**src/rtl/div8x4_seq_pkg.sv**
```systemverilog
// Shared constants and FSM encoding for the sequential divider (and its
// multiplier companion bench).
package div8x4_seq_pkg;

  localparam int DIV_N = 8;
  localparam int DIV_M = 4;

  typedef enum logic [1:0] {
    ST_IDLE = 2'd0,
    ST_LOAD = 2'd1,
    ST_ITER = 2'd2,
    ST_DONE = 2'd3
  } state_t;

endpackage

```
**src/rtl/div8x4_seq_dp.sv**
```systemverilog
// Restoring-divider datapath: partial remainder P, quotient/dividend shift
// register Q, divisor D, and the M+1-bit trial subtractor with restore mux.
module div8x4_seq_dp #(
  parameter int N = 8,
  parameter int M = 4
) (
  input  logic         clk,
  input  logic         rst,
  input  logic         i_load,
  input  logic         i_shift,
  input  logic [N-1:0] i_dividend,
  input  logic [M-1:0] i_divisor,
  output logic [N-1:0] o_q_next,
  output logic [M-1:0] o_r_next
);

  logic [M:0]   r_p;
  logic [N-1:0] r_q;
  logic [M-1:0] r_d;

  logic [M:0]   w_shifted;
  logic [M+1:0] w_diff;
  logic         w_borrow;
  logic [M:0]   w_p_next;
  logic [N-1:0] w_q_next;

  // Extra top bit of the difference is the borrow-out: set means shifted < D.
  assign w_shifted = {r_p[M-1:0], r_q[N-1]};
  assign w_diff    = {1'b0, w_shifted} - {2'b00, r_d};
  assign w_borrow  = w_diff[M+1];
  assign w_p_next  = w_borrow ? w_shifted : w_diff[M:0];
  assign w_q_next  = {r_q[N-2:0], ~w_borrow};

  assign o_q_next = w_q_next;
  assign o_r_next = w_p_next[M-1:0];

  always_ff @(posedge clk) begin
    if (rst) begin
      r_p <= '0;
      r_q <= '0;
      r_d <= '0;
    end else if (i_load) begin
      r_p <= '0;
      r_q <= i_dividend;
      r_d <= i_divisor;
    end else if (i_shift) begin
      r_p <= w_p_next;
      r_q <= w_q_next;
    end
  end

endmodule

```
**src/rtl/div8x4_seq.sv**
```systemverilog
// Sequential N/M restoring divider, one quotient bit per clock.
// Handshake: start is accepted only in IDLE; done pulses one cycle with results.
module div8x4_seq
  import div8x4_seq_pkg::*;
#(
  parameter int N = DIV_N,
  parameter int M = DIV_M
) (
  input  logic         clk,
  input  logic         rst,
  input  logic         start,
  input  logic [N-1:0] dividend,
  input  logic [M-1:0] divisor,
  output logic [N-1:0] quotient,
  output logic [M-1:0] remainder,
  output logic         busy,
  output logic         done,
  output logic         div_by_zero,
  output logic [1:0]   o_dbg_state
);

  localparam int CW = $clog2(N + 1);

  state_t        r_state;
  logic [CW-1:0] r_count;
  logic [N-1:0]  r_quotient;
  logic [M-1:0]  r_remainder;
  logic          r_busy;
  logic          r_done;
  logic          r_dbz;

  logic          w_load;
  logic          w_shift;
  logic [N-1:0]  w_q_next;
  logic [M-1:0]  w_r_next;

  assign w_load  = (r_state == ST_LOAD);
  assign w_shift = (r_state == ST_ITER);

  div8x4_seq_dp #(.N(N), .M(M)) u_dp (
    .clk        (clk),
    .rst        (rst),
    .i_load     (w_load),
    .i_shift    (w_shift),
    .i_dividend (dividend),
    .i_divisor  (divisor),
    .o_q_next   (w_q_next),
    .o_r_next   (w_r_next)
  );

  always_ff @(posedge clk) begin
    if (rst) begin
      r_state     <= ST_IDLE;
      r_count     <= '0;
      r_quotient  <= '0;
      r_remainder <= '0;
      r_busy      <= 1'b0;
      r_done      <= 1'b0;
      r_dbz       <= 1'b0;
    end else begin
      r_done <= 1'b0;
      case (r_state)
        ST_IDLE: begin
          if (start) begin
            r_state <= ST_LOAD;
            r_busy  <= 1'b1;
            r_dbz   <= 1'b0;
          end
        end
        ST_LOAD: begin
          r_count <= '0;
          if (divisor == '0) begin
            r_state     <= ST_DONE;
            r_busy      <= 1'b0;
            r_done      <= 1'b1;
            r_dbz       <= 1'b1;
            r_quotient  <= '1;
            r_remainder <= '0;
          end else begin
            r_state <= ST_ITER;
          end
        end
        ST_ITER: begin
          r_count <= r_count + 1'b1;
          // Results are taken from the final step's next values so they
          // line up with the done pulse.
          if (r_count == CW'(N - 1)) begin
            r_state     <= ST_DONE;
            r_busy      <= 1'b0;
            r_done      <= 1'b1;
            r_quotient  <= w_q_next;
            r_remainder <= w_r_next;
          end
        end
        ST_DONE: begin
          r_state <= ST_IDLE;
        end
        default: r_state <= ST_IDLE;
      endcase
    end
  end

  assign quotient    = r_quotient;
  assign remainder   = r_remainder;
  assign busy        = r_busy;
  assign done        = r_done;
  assign div_by_zero = r_dbz;
  assign o_dbg_state = r_state;

endmodule

```
**config.mk**
```make
export PLATFORM = sky130hd
export DESIGN_NAME = div8x4_seq
export DESIGN_NICKNAME = d
export VERILOG_FILES = /design/src/rtl/div8x4_seq_pkg.sv /design/src/rtl/div8x4_seq_dp.sv /design/src/rtl/div8x4_seq.sv
export SDC_FILE = /design/constraint.sdc
export NUM_CORES = 1
export LEC_CHECK = 0
export ABC_AREA = 1
export CORE_UTILIZATION = 40
export CTS_BUF_LIST = sky130_fd_sc_hd__clkbuf_2
export CTS_CLUSTER_SIZE = 14
export DETAILED_ROUTE_END_ITERATION = 16
export GPL_ROUTABILITY_DRIVEN = 0
export HOLD_SLACK_MARGIN = 0.05
export MAX_ROUTING_LAYER = met4
export PLACE_DENSITY = 0.63
export SYNTH_ARGS = -nofsm -noshare
export SYNTH_HDL_FRONTEND = slang
export SYNTH_SLANG_ARGS = --single-unit
export TNS_END_PERCENT = 30
```
**constraint.sdc**
```tcl
create_clock -name clk -period 5.1 [get_ports clk]
set_clock_uncertainty 0.2 [all_clocks]
set_input_delay 1.275 -clock clk [delete_from_list [all_inputs] [get_ports clk]]
set_output_delay 1.275 -clock clk [all_outputs]
set_load 0.005 [all_outputs]
```
# --- Word level (Yosys, flattened, before mapping) ---
# Cells that the tools add are included.
totals:
  inputBits: 15
  elab_cells: 54
  regBits: 37
op_classes:
  n_eq_ne: 7
  addsub: 2
  n_reduce_logical: 10
  mux: 24
  bitwise: 1
ops:
  columns: ["operator", "count"]
  rows:
  - ["8-bit 2-to-1 mux", 4]
  - ["4-bit one-hot mux with 2 select lines", 2]
  - ["8-bit one-hot mux with 2 select lines", 1]
  - ["4-bit 2-to-1 mux", 3]
  - ["1-bit 2-to-1 mux", 8]
  - ["2-bit one-hot mux with 4 select lines", 1]
  - ["2-bit inequality test, second input constant", 3]
  - ["3-bit AND reduction", 2]
  - ["5-bit by 4-bit subtractor with 6-bit output", 1]
  - ["4-bit by 1-bit adder with 4-bit output, second input constant", 1]
  - ["2-bit equality test, second input constant", 2]
  - ["4-bit by 3-bit equality test with 1-bit output, second input constant", 1]
  - ["4-bit logical NOT", 1]
  - ["2-bit 2-to-1 mux", 2]
  - ["1-bit one-hot mux with 2 select lines", 2]
  - ["4-bit AND reduction", 1]
  - ["2-bit nonzero test", 2]
  - ["1-bit one-hot mux with 3 select lines", 1]
  - ["3-bit nonzero test", 1]
  - ["2-bit by 1-bit equality test with 1-bit output, second input constant", 1]
  - ["2-bit logical NOT", 1]
  - ["2-bit AND reduction", 1]
  - ["2-bit OR reduction", 1]
  - ["1-bit inverter", 1]

# --- Longest topological paths before layout ---
# Gate-level depths: netlist of the first run.
logic_depth:
  depth_word: 4
  mapped_depth: 11

# --- By module ---
# Synthesis of the first run repeated with hierarchy kept, for this count alone.
unflattened:
  cells_unflattened: 279
  area_unflattened_um2: 2064.5
by_module_without_submodules:
  columns: ["module", "n_inst", "cells_per_inst", "seq_area_each_um2", "area_per_inst_um2"]
  rows:
  - ["div8x4_seq", 1, 145, 420.4, 1077.3]
  - ["div8x4_seq_dp", 1, 134, 320.3, 987.2]

# --- Least setup slack after synthesis of the first run ---
# Ideal clock, no wire load.
synth_timing:
  kind: "in2reg"
  start: "input divisor[3]"
  end: "register r_remainder[2] (netlist: remainder[2])"
  path_slack_ns: 2.786
  t_arrival_ns: 2.006
  cell_stages: 9
  t_required_ns: 4.791
  setup_time_ns: 0.109
  path_cell_list: "nor2_1 nand3_1 nand2_1 nand2_4 inv_4 buf_8 nand3_1 nand2_1 inv_1"
synth_between:
  elab_chain_cells: 3
synth_rtl:
  columns: ["element", "line_no", "text"]
  rows:
  - ["start, declared", "div8x4_seq.sv:13", "input logic [M-1:0] divisor,"]
  - ["4-bit logical NOT", "div8x4_seq.sv:72", "if (divisor == '0) begin"]
  - ["2-bit inequality test (no line)", null, null]
  - ["3-bit AND reduction (no line)", null, null]
  - ["end signal, assigned", "div8x4_seq.sv:92", "r_remainder <= w_r_next;"]
  - ["end, declared", "div8x4_seq.sv:27", "logic [M-1:0] r_remainder;"]
# Every way passes these cells.
# A chain may end at the register's enable or synchronous reset.

# --- Final worst setup path of the first run ---
layout_timing:
  start: "register r_state[0] (netlist: o_dbg_state[0])"
  end: "output o_dbg_state[0]"
layout_rtl:
  columns: ["element", "line_no", "text"]
  rows:
  - ["start, declared", "div8x4_seq.sv:24", "state_t r_state;"]
  - ["start signal, assigned", "div8x4_seq.sv:53", "r_state <= ST_IDLE;"]
  - ["start signal, assigned", "div8x4_seq.sv:65", "r_state <= ST_LOAD;"]
  - ["start signal, assigned", "div8x4_seq.sv:73", "r_state <= ST_DONE;"]
  - ["end, declared", "div8x4_seq.sv:19", "output logic [1:0] o_dbg_state"]
# No word-level cell between the ends.

==> flow_metrics.py, run 1 <==
metrics = {
    "power_and_ir_drop": {
        "leakage_nw": 0.974,
        "combPwrFrac": 0.543,
        "internal_power_mw": 0.699,
        "clock_power_share": 0.097,
        "power_density_nw_per_um2": 580,
        "peakVddDrop_v": 0.000216,
        "p_sw_frac": 0.448,
        "power_frac_seq": 0.360,
        "p_switching_mw": 0.568,
    },
    "critical_path": {
        "timing_worst_setup_path_type": "reg -> out",
        "crit_family": "buffers and inverters",
        "critPathMaxFanout": 5,
        "start_kind": "flop",
        "cp_slowest_stage_delay_ns": 0.53,
        "crit_arrival_ns": 1.35,
        "r2r_start": "o_dbg_state[0]",
        "r2r_cells": 5,
        "r2r-end": "r_count[3]",
        "rrSetupSlack_ns": 2.87,
        "worst_path_max_delay_cell": "clkdlybuf4s50_1",
        "path_depth": 1,
        "cp_data_required_time_ns": 3.62,
        "crit_path_end_kind": "output pin",
        "crit_path_cell_trace": "clkdlybuf4s50_1",
        "crit_path_start": "o_dbg_state[0]",
        "endpoint": "o_dbg_state[0]",
        "worstPathBufferInverterCount": 1,
    },
    "yosys": {
        "yosys.area.top_type": "dfxtp_1",
        "yosys_warnings": 0,
        "synth_edf_count": 0,
        "syn_avg_cell_area_um2": 7.42,
        "ys_ff_latch": 37,
        "synth.area.top_cells": "dfxtp_1, nand2_1, inv_1",
        "synth_flop_cell": "dfxtp_1",
        "yosysSeqAreaShare": 0.399,
        "synth_cell_type_count": 30,
        "synthArstFlopShare": 0,
        "post_synth_inst_count": 250,
        "synth_top_area_share": 0.399,
        "netlist_area_um2": 1860,
        "synth_nets": 275,
    },
    "cts": {
        "cts_tree": "done",
        "clk_latency_ns": 0.37,
        "numClockSinks": 37,
        "cts_hold_buf": 0,
        "cts_buffers": 5,
        "cts-resized-gates": 0,
        "post_cts_buffers": 0,
        "clk_path_buf_depth": 2,
        "clk_pin_slew_ns": 0.17,
        "ctsHtreeMaxLevel": 2,
        "clockRootBuffer": "clkbuf_2",
    },
    "outcome": {
        "status": "completed",
    },
    "drt": {
        "postRouteAntennaNets": 0,
        "num_vias": 1641,
        "first_pass_iters": 4,
        "routedWlPerCell_um": 11.9,
        "drcViolationCount": 0,
        "viasPerCell": 5.00,
        "routed_wl_um": 3890,
        "drt_iter0_drc": 68,
    },
    "sta": {
        "setup_viol": 0,
        "final.setup.worst_slack_ns": 2.28,
        "fin_setup_tns_ns": 0,
        "worst_pin_slew_ns": 0.638,
        "finalMaxSlewViolations": 0,
        "rsz0062_at_grt": "false",
        "fin_crit_sh": 0.553,
        "hold_viol": 0,
        "clock.fmax_ghz": 0.355,
        "slew_headroom": 0.574,
        "period_needed_ns": 2.82,
    },
    "grt": {
        "gr-usage-all-layers": 0.177,
        "antenna_found_initial": 0,
        "grt_max_degree": 25,
        "grt_pass1_vias": 1510,
        "grt_pass1_wl_um": 6730,
        "overflow": 0,
    },
    "floorplan": {
        "initial_core_util": 0.420,
        "fp.dieW_um": 70.1,
        "die_h_um": 70.1,
        "die_area_um2": 4920,
        "fp.coreArea_um2": 4410,
        "floorplan.io_pins": 32,
        "rows": 24,
    },
    "finish": {
        "final_common_cell": "nand2_1",
        "area_growth_pct": 17.7,
        "nNetsFinal": 301,
        "diodes": 0,
        "fin_util": 0.495,
        "finalInstanceArea_um2": 2180,
        "final_cells": 328,
        "drive_above_1_share": 0.0616,
        "most-common-layout-cells": "nand2_1, dfxtp_1, inv_1",
    },
    "placement": {
        "place_area_um2": 2150,
        "dp_cells": 321,
        "dpl.hpwl_um": 2880,
        "dp_slack_ns": 1.93,
        "numPortBuffers": 31,
    },
    "min_path": {
        "min_path_cells": 2,
        "hold_path.class": "reg -> reg",
    },
    "run": {
        "cap_violations": 0,
    },
}
[sequential cells by signal (all words and copies together), names as in the netlist]
register     count
o_dbg_state      2
remainder        4
div_by_zero      1
r_count          4
busy             1
u_dp.r_q         8
quotient         8
done             1
u_dp.r_d         4
u_dp.r_p         4
[metrics by stage]
| stage | hold slack [ns] | total power, mW |
|---|---|---|
| 2_1_floorplan | 0.239 | 0.966 |
| 3_3_place_gp | 0.253 | 1.15 |
| 3_5_place_dp | 0.257 | 1.15 |
| 4_1_cts | 0.280 | 1.28 |
| 5_1_grt | 0.308 | 1.40 |
| 6_report | 0.280 | 1.27 |
[layer usage]
layer,vias to the layer above,GRT usage,wire [um]
li1,868,-,-
met2,29,0.253,1670
met4,0,0.0622,80
met1,735,0.239,1990
met5,-,-,0
met3,9,0.0476,153
[cell usage after synthesis, types with 2 or more instances]
cell type / n
a21oi_1: 21
a21oi_2: 2
buf_2: 5
buf_4: 3
clkbuf_1: 2
dfxtp_1: 37
ha_1: 9
inv_1: 35
inv_4: 2
nand2_1: 43
nand3_1: 14
nand4_1: 4
nor2_1: 20
nor2_2: 2
nor3_1: 13
o211ai_1: 7
o21ai_0: 12
o21ai_1: 7
[final cells by class]
class | instances | area, um2
clock buffers | 6 | 30.0
clock inverters | 1 | 3.75
fillers | 441 | 2230
inverters | 37 | 144
multi-input cells | 164 | 890
flip-flops and latches | 37 | 741
well taps | 52 | 65.1
repair buffers | 31 | 310
[worst min path at each step]
stage | startpoint | to | slack [ns]
floorplan | u_dp.r_d[2] | u_dp.r_d[2] | 0.24
global placement | div_by_zero | div_by_zero | 0.25
detailed placement | div_by_zero | div_by_zero | 0.26
CTS | div_by_zero | div_by_zero | 0.28
global route | u_dp.r_d[2] | u_dp.r_d[2] | 0.31
finish | div_by_zero | div_by_zero | 0.28
[kinds of logic (layout without fill, tap and decap cells)]
logic type,count (synthesis),in the layout,synth area share
AO/OA/AOI/OAI,53,53,0.163
adder cells (fa/ha/maj),10,10,0.0715
buffers and inverters,49,75,0.121
flip-flops,37,37,0.399
AND/OR/NAND/NOR,101,101,0.245
[power groups by stage]
| stage | clock [mW] | sequential (mW) | combinational, mW |
|---|---|---|---|
| after floorplan | 0 | 0.452 | 0.514 |
| after global placement | 0 | 0.462 | 0.685 |
| after detailed placement | 0 | 0.462 | 0.689 |
| after CTS | 0.129 | 0.456 | 0.693 |
| after global routing | 0.141 | 0.469 | 0.791 |
| final | 0.123 | 0.456 | 0.688 |
Power figures use the tool's default switching activity.
==> inputs of run 2 (changes only) <==
==> constraint.sdc (replaced) <==
create_clock -name clk -period 2.6 [get_ports clk]
set_clock_uncertainty 0.2 [all_clocks]
set_input_delay 0.65 -clock clk [delete_from_list [all_inputs] [get_ports clk]]
set_output_delay 0.65 -clock clk [all_outputs]
set_load 0.005 [all_outputs]
==> run 2 against run 1 <==
Effect of this change: routed wire length rose by 0.69%; final cell count rose by 1.8%; final area grew 2.3%; non-clock buffer count up 5; sequential share of layout area down 0.78 points; core utilization up 1.2 points; sequential cell count is the same; total power grew 100%; global-route usage increased by 0.35 points; sequential power grew 95%; register-to-register slack worse by 2.3 ns; clock-buffer cell count down 1; critical path type unchanged.
==> flow_metrics.py, run 2 (synthesis results as in run 1) <==
metrics = {
    "outcome": {
        "status": "completed",
    },
    "finish": {
        "final_common_cell": "nand2_1",
        "most-common-layout-cells": "nand2_1, dfxtp_1, inv_1",
        "area_growth_pct": 20.4,
        "nNetsFinal": 306,
        "final_cells": 334,
        "diodes": 0,
        "drive_above_1_share": 0.0851,
    },
    "sta": {
        "finalMaxSlewViolations": 0,
        "clock.fmax_ghz": 0.454,
        "fin_crit_sh": 0.847,
        "slew_headroom": 0.679,
        "hold_viol": 0,
        "rsz0062_at_grt": "false",
        "setup_viol": 0,
        "period_needed_ns": 2.20,
        "worst_pin_slew_ns": 0.481,
        "fin_setup_tns_ns": 0,
    },
    "drt": {
        "viasPerCell": 4.96,
        "routed_wl_um": 3920,
        "drcViolationCount": 0,
        "num_vias": 1657,
        "postRouteAntennaNets": 0,
        "drt_iter0_drc": 60,
        "routedWlPerCell_um": 11.7,
        "first_pass_iters": 4,
    },
    "power_and_ir_drop": {
        "p_sw_frac": 0.448,
        "power_frac_seq": 0.348,
        "clock_power_share": 0.107,
        "p_switching_mw": 1.15,
        "power_density_nw_per_um2": 1150,
        "leakage_nw": 0.994,
        "internal_power_mw": 1.41,
        "peakVddDrop_v": 0.000450,
        "combPwrFrac": 0.546,
    },
    "cts": {
        "post_cts_buffers": 0,
        "cts_tree": "done",
        "ctsHtreeMaxLevel": 2,
        "clk_path_buf_depth": 2,
        "cts_hold_buf": 0,
        "clk_pin_slew_ns": 0.20,
        "numClockSinks": 37,
        "clockRootBuffer": "clkbuf_2",
        "clk_latency_ns": 0.41,
        "cts-resized-gates": 0,
        "cts_buffers": 5,
    },
    "grt": {
        "grt_pass1_vias": 1572,
        "antenna_found_initial": 0,
        "grt_pass1_wl_um": 6940,
        "gr-usage-all-layers": 0.180,
        "overflow": 0,
        "grt_max_degree": 19,
    },
    "critical_path": {
        "critPathMaxFanout": 5,
        "path_depth": 1,
        "start_kind": "flop",
        "r2r_cells": 9,
        "worstPathBufferInverterCount": 1,
        "cp_slowest_stage_delay_ns": 0.52,
        "crit_path_end_kind": "output pin",
        "crit_arrival_ns": 1.35,
        "timing_worst_setup_path_type": "reg -> out",
        "cp_data_required_time_ns": 1.75,
        "crit_family": "buffers and inverters",
        "worst_path_max_delay_cell": "clkdlybuf4s50_1",
        "crit_path_cell_trace": "clkdlybuf4s50_1",
    },
    "floorplan": {
        "die_area_um2": 4920,
        "fp.coreArea_um2": 4410,
        "initial_core_util": 0.420,
        "die_h_um": 70.1,
        "floorplan.io_pins": 32,
        "rows": 24,
        "fp.dieW_um": 70.1,
    },
    "min_path": {
        "hold_path.class": "reg -> reg",
        "min_path_cells": 2,
    },
    "placement": {
        "numPortBuffers": 31,
        "dp_cells": 326,
        "dpl.hpwl_um": 2940,
    },
    "run": {
        "cap_violations": 0,
    },
}
-- run 2: through the flow --
| step | setup slack, ns | util | power (mW) | cell area (um2) | hold WS (ns) |
|---|---|---|---|---|---|
| floorplan | 0.911 | - | 1.89 | 1860 | 0.239 |
| global placement | 0.353 | 0.495 | 2.29 | 2190 | 0.258 |
| detailed placement | 0.320 | 0.495 | 2.31 | 2190 | 0.257 |
| CTS | 0.372 | 0.506 | 2.58 | 2230 | 0.286 |
| global route | 0.305 | 0.506 | 2.84 | 2230 | 0.314 |
| finish | 0.397 | 0.506 | 2.56 | 2230 | 0.283 |
-- run 2: layout make-up --
type | instances | area [um2]
well taps | 52 | 65.1
inverters | 37 | 144
fillers | 450 | 2180
multi-input cells | 164 | 890
repair buffers | 36 | 348
flip-flops and latches | 37 | 741
clock inverters | 3 | 22.5
clock buffers | 5 | 25.0
-- run 2: power groups by stage --
stage                     clock (mW)  combinational (mW)  sequential, mW
after floorplan                    0                1.01           0.887
after global placement             0                1.38           0.908
after detailed placement           0                1.40           0.902
after CTS                      0.284                1.41           0.890
after global routing           0.308                1.61           0.919
final                          0.273                1.40           0.891
-- run 2: path summary, 6_finish.rpt --
check,start,slack [ns],end
min reg2reg,div_by_zero,0.28,div_by_zero
max,o_dbg_state[0],0.40,o_dbg_state[0]
min,div_by_zero,0.28,div_by_zero
max reg2reg,o_dbg_state[1],0.57,remainder[2]
-- run 2: metal layers --
layer | global-route usage | routed length (um) | vias up
met5 | - | 0 | -
met1 | 0.231 | 1980 | 741
met4 | 0.0733 | 89 | 0
li1 | - | - | 878
met3 | 0.0462 | 152 | 10
met2 | 0.270 | 1700 | 28
